==> src/rtl/bf_pkg.sv <==
// bf_pkg: shared BF opcodes and loop-seek FSM states.
package bf_pkg;
  localparam logic [7:0] BF_OPEN  = 8'h5B;
  localparam logic [7:0] BF_CLOSE = 8'h5D;
  localparam logic [7:0] BF_EOP   = 8'h00;
  typedef enum logic [2:0] {IDLE, STEP, WAIT, DONE, ERR} seek_state_t;
  function automatic logic is_open(input logic [7:0] c, input logic backward);
    return c == (backward ? BF_CLOSE : BF_OPEN);
  endfunction
endpackage

==> src/rtl/loop_seeker_if.sv <==
// loop_seeker_if: seek request, fetched instruction and PC-counter controls.
interface loop_seeker_if;
  logic       start;
  logic       dir;
  logic [7:0] insn;
  logic       insn_valid;
  logic       pc_ce;
  logic       pc_down;
  logic       busy;
  logic       done;
  logic       err;
  modport master (output start, dir, insn, insn_valid, input pc_ce, pc_down, busy, done, err);
  modport slave (input start, dir, insn, insn_valid, output pc_ce, pc_down, busy, done, err);
endinterface

==> src/rtl/loop_depth_counter.sv <==
// loop_depth_counter: preset/up/down nesting depth; overflow flag under LOOP_SEEKER_CHECK_EN.
module loop_depth_counter #(
  parameter int W = 8
) (
  input  logic         clk,
  input  logic         reset,
  input  logic         preset,
  input  logic         inc,
  input  logic         dec,
`ifdef LOOP_SEEKER_CHECK_EN
  output logic         ovf,
`endif
  output logic [W-1:0] depth
);
  always_ff @(posedge clk or negedge reset)
    if (!reset) depth <= '0;
    else if (preset) depth <= W'(1);
    else if (inc) depth <= depth + W'(1);
    else if (dec) depth <= depth - W'(1);
`ifdef LOOP_SEEKER_CHECK_EN
  assign ovf = &depth;
`endif
endmodule

==> src/rtl/loop_seeker.sv <==
// loop_seeker: steps the PC to the matching bracket; LOOP_SEEKER_CHECK_EN adds overflow/EOP abort.
module loop_seeker
  import bf_pkg::*;
#(
  parameter int DEPTH_WIDTH = 8
) (
  input logic          clk,
  input logic          reset,
  loop_seeker_if.slave bus
);
  seek_state_t state, nxt;
  logic dir_q, open_c, close_c, one, ev, abort, preset;
  logic [DEPTH_WIDTH-1:0] depth;
`ifdef LOOP_SEEKER_CHECK_EN
  logic ovf;
`endif
  always_ff @(posedge clk or negedge reset)
    if (!reset) begin
      state <= IDLE;
      dir_q <= 1'b0;
    end else begin
      state <= nxt;
      if (preset) dir_q <= bus.dir;
    end
  assign preset  = state == IDLE && bus.start;
  assign ev      = state == WAIT && bus.insn_valid;
  assign open_c  = is_open(bus.insn, dir_q);
  assign close_c = is_open(bus.insn, !dir_q);
  assign one     = depth == DEPTH_WIDTH'(1);
`ifdef LOOP_SEEKER_CHECK_EN
  assign abort   = ev && (bus.insn == BF_EOP || (open_c && ovf));
`else
  assign abort   = 1'b0;
`endif
  // a closing bracket at depth 1 is the match, so depth never drops below 1 there
  loop_depth_counter #(.W(DEPTH_WIDTH)) u_depth (
    .clk(clk),
    .reset(reset),
    .preset(preset),
    .inc(ev && open_c && !abort),
    .dec(ev && close_c && !one),
`ifdef LOOP_SEEKER_CHECK_EN
    .ovf(ovf),
`endif
    .depth(depth)
  );
  always_comb begin
    nxt = IDLE;
    nxt = state == IDLE ? (bus.start ? STEP : IDLE) :
          state == STEP ? WAIT :
          state == WAIT ? (!bus.insn_valid ? WAIT : abort ? ERR : (close_c && one) ? DONE : STEP) :
          IDLE;
  end
  assign bus.pc_ce   = state == STEP;
  assign bus.pc_down = state == STEP && dir_q;
  assign bus.busy    = state != IDLE;
  assign bus.done    = state == DONE;
`ifdef LOOP_SEEKER_CHECK_EN
  assign bus.err     = state == ERR;
`else
  assign bus.err     = 1'b0;
`endif
endmodule
==> src/flat_wrapper.sv <==
// flat-port wrapper written by rule: the top's interface ports become plain ports
module loop_seeker_flat import bf_pkg::*;
#(
  parameter int DEPTH_WIDTH = 8
)
  (clk, reset, bus_start, bus_dir, bus_insn, bus_insn_valid, bus_pc_ce, bus_pc_down, bus_busy, bus_done, bus_err);
  loop_seeker_if bus_i ();
  input logic clk;
  input logic reset;
  input wire logic [$bits(bus_i.start)-1:0] bus_start;
  input wire logic [$bits(bus_i.dir)-1:0] bus_dir;
  input wire logic [$bits(bus_i.insn)-1:0] bus_insn;
  input wire logic [$bits(bus_i.insn_valid)-1:0] bus_insn_valid;
  output wire logic [$bits(bus_i.pc_ce)-1:0] bus_pc_ce;
  output wire logic [$bits(bus_i.pc_down)-1:0] bus_pc_down;
  output wire logic [$bits(bus_i.busy)-1:0] bus_busy;
  output wire logic [$bits(bus_i.done)-1:0] bus_done;
  output wire logic [$bits(bus_i.err)-1:0] bus_err;
  assign bus_i.start = bus_start;
  assign bus_i.dir = bus_dir;
  assign bus_i.insn = bus_insn;
  assign bus_i.insn_valid = bus_insn_valid;
  assign bus_pc_ce = bus_i.pc_ce;
  assign bus_pc_down = bus_i.pc_down;
  assign bus_busy = bus_i.busy;
  assign bus_done = bus_i.done;
  assign bus_err = bus_i.err;
  loop_seeker #(.DEPTH_WIDTH(DEPTH_WIDTH)) u_core (.clk(clk), .reset(reset), .bus(bus_i));
endmodule
==> config.mk <==
export PLATFORM = sky130hd
export DESIGN_NAME = loop_seeker_flat
export DESIGN_NICKNAME = d
export VERILOG_FILES = /design/src/rtl/bf_pkg.sv /design/src/rtl/loop_seeker_if.sv /design/src/rtl/loop_depth_counter.sv /design/src/rtl/loop_seeker.sv /design/src/flat_wrapper.sv
export SDC_FILE = /design/constraint.sdc
export NUM_CORES = 1
export LEC_CHECK = 0
export ABC_CLOCK_PERIOD_IN_PS = 3500
export BUFFER_PORTS_ARGS = -buffer_cell sky130_fd_sc_hd__buf_4
export CORE_MARGIN = 2
export CORE_UTILIZATION = 45
export DETAILED_ROUTE_END_ITERATION = 8
export PLACE_DENSITY_LB_ADDON = 0.15
export SLEW_MARGIN = 10
export SYNTH_ARGS = -nofsm -noshare
export SYNTH_HDL_FRONTEND = slang
export SYNTH_HIERARCHICAL = 1
export SYNTH_SLANG_ARGS = --single-unit
==> constraint.sdc <==
create_clock -name clk -period 3.5 [get_ports clk]
set_input_delay 0.7 -clock clk [delete_from_list [all_inputs] [get_ports clk]]
set_output_delay 0.7 -clock clk [all_outputs]
set_load 0.05 [all_outputs]
==> flow_metrics.tcl <==
set metrics [dict create \
    status "finished, final reports clean" \
    final_cell_mix "buf_4, dfrtp_1, nor3b_1, inv_1" \
    synth-seq-cells 11 \
    relSlewSlack 0.390 \
    synth-xor-area-share 0.00932 \
    setup_ws_ns 0.792 \
    slowest_stage "a211o_1" \
    p_seq_frac 0.355 \
    postSynthAreaPerCell_um2 8.78 \
    gr-usage-met2 0.351 \
    avgViaCountPerCell 5.78 \
    synthFlopType "dfrtp_1" \
    antenna_found_initial 0 \
    coreArea_um2 1960 \
    grt_usage 0.199 \
    final.setup.tns_ns 0 \
    synth-edff-count 0 \
    fp-row-count 16 \
    wl_um 2110 \
    crit_arrival_ns 2.91 \
    clock_sinks 11 \
    synthSimpleGateAreaFrac 0.321 \
    synth_area_um2 940 \
    firstDrtPassIters 4 \
    fin_worst_skew_ns 0.00911 \
    syn-num-nets 127 \
    finalSetupViolations 0 \
    r2r-start "u_core/state[0]" \
    period_minus_slack_ns 2.71 \
    grt_use_met1 0.238 \
    nNetsFinal 146 \
    final_common_cell "buf_4" \
    netSwitchingPower_mw 0.206 \
    met3_usage 0.0394 \
    grt_max_degree 16 \
    drtIter0Drc 29 \
    cap_violations 0 \
    first_global_vias 851 \
    grt_pass1_wl_um 3790 \
    worst-path-buf-inv 2 \
    diodes 0 \
    period_share 0.774 \
    path_class "in2reg" \
    async_reset_ff_frac 1.00 \
    holdBufCountCts 0 \
    internal_power_mw 0.260 \
    die_x_um 49.7 \
    path_cells "buf_4, and4bb_2, nand3_1, nor3_1, inv_1, ha_1, a211o_1, and2_4, or3_1, a21oi_1" \
    gr-max-usage-layer "met2" \
    critPathMaxFanout 8 \
    postCtsSetupRepairBufs 0 \
    swShare 0.442 \
    power_density_nw_per_um2 419 \
    clk_pin_slew_ns 0.08 \
    ys.warnings.count 6 \
    hold_viol_final 0 \
    fp.dieArea_um2 2470 \
    critPathTopFamily "simple AND/OR/NAND/NOR gates" \
    num_vias 879 \
    hold_class "in2async" \
    drive_gt1_frac 0.240 \
    ctsResizeCount 0 \
    crit_required_ns 3.71 \
    final_util 0.566 \
    cts.htree.levels 1 \
    place.gp.congestion 0.862 \
    slowest_delay_ns 0.35 \
    drc 0 \
    startpoint "bus_insn[7]" \
    wl_per_cell_um 13.9 \
    worst_setup_path_start_kind "input port" \
    cts_tree "yes" \
    root_buffer "clkbuf_4" \
    max_slew.worst_pin.slew_ns 0.911 \
    maxSlewViolCount 0 \
    synth_mux_area_frac 0.0120 \
    dieHeight_um 49.7 \
    synth.distinct_cells 44 \
    max_freq_mhz 369 \
    area_delta_synth_final_pct 18.2 \
    initial_core_util 0.479 \
    critical_path.endpoint_type "register" \
    pin_count 18 \
    combinationalPowerShare 0.457 \
    cts_buffers 3 \
    clkLatencyLatePin_ns 0.27 \
    p_clk_frac 0.188 \
    hpwl_um 1640 \
    synthCells 107 \
    synth-seq-area-share 0.293 \
    synth_compound_area_frac 0.213 \
    grt-ovfl-total 0 \
    rsz0062_at_grt "no" \
    io_buffers 16 \
    vdd_drop_max_mv 0.271 \
    p_leak_nw 0.497 \
    cts_max_path_buffers 2 \
    place_ws_ns 0.519 \
    synth_top_family_by_area "simple AND/OR/NAND/NOR gates" \
    antenna_left 0 \
    synthAdderAreaFrac 0.101 \
]
-- final cells by class --
class / instances / area (um2)
clock buffer: 3 / 22.5
clock inverter: 1 / 5.00
fill: 197 / 851
inverter: 7 / 26.3
multi-input combinational: 86 / 621
sequential: 11 / 275
tap: 27 / 33.8
timing repair buffer: 17 / 128
-- cell families after synthesis --
family / after synthesis
buf+inv: 10
compound gates: 26
xor+xnor: 1
other cells: 1
flops: 11
fa+ha+maj: 7
simple gates: 50
mux: 1
-- power by group through the flow --
stage	Sequential (mW)	Combinational, mW	Clock (mW)
3_5_place_dp	0.168	0.215	0
3_3_place_gp	0.166	0.214	0
5_1_grt	0.171	0.227	0.103
2_1_floorplan	0.163	0.158	0
6_report	0.165	0.213	0.0876
4_1_cts	0.166	0.215	0.0919
-- sequential cells by signal, indices dropped and copies added (netlist names) --
| signal | cells |
|---|---|
| u_core/u_depth/depth | 8 |
| u_core/state | 2 |
| u_core/dir_q | 1 |
-- path summary, 6_finish.rpt --
path | slack (ns) | end | cells after the start
worst max-delay path | 0.79 | u_core/u_depth/depth[3] | 10
worst min-delay path | 0.24 | u_core/u_depth/depth[1] | 1
min in group clk | 0.54 | u_core/state[1] | 1
max in group asynchronous | 3.09 | u_core/u_depth/depth[7] | 1
worst max register to register | 1.00 | u_core/u_depth/depth[3] | 8
worst min register to register | 0.54 | u_core/state[1] | 1
-- metrics by stage --
stage	hold WS (ns)	total power, mW	instances	instance area [um2]
finish	0.244	0.465	152	1110
detailed placement	0.531	0.383	148	1080
floorplan	0.404	0.321	107	940
CTS	0.242	0.472	152	1110
global placement	0.520	0.380	148	1080
global route	0.231	0.500	152	1110
-- cells in the mapped netlist (3+ instances only) --
| cell | n | share of area |
|---|---|---|
| nor2b_1 | 5 | 0.033 |
| or2_2 | 3 | 0.020 |
| nor2_1 | 6 | 0.024 |
| dfrtp_1 | 11 | 0.29 |
| nor3b_1 | 7 | 0.056 |
| nor3_1 | 5 | 0.027 |
| a21oi_1 | 5 | 0.027 |
| ha_1 | 6 | 0.080 |
| nand2_1 | 5 | 0.020 |
| nand3_1 | 6 | 0.032 |
| inv_1 | 7 | 0.028 |
-- routing by layer --
metal,share of wire,vias to the layer above,routed length [um]
met5,0,-,0
met4,0.0066,0,14
met3,0.063,2,134
met2,0.50,31,1050
met1,0.43,412,910
li1,-,434,-
(Power assumes the default switching activity.)
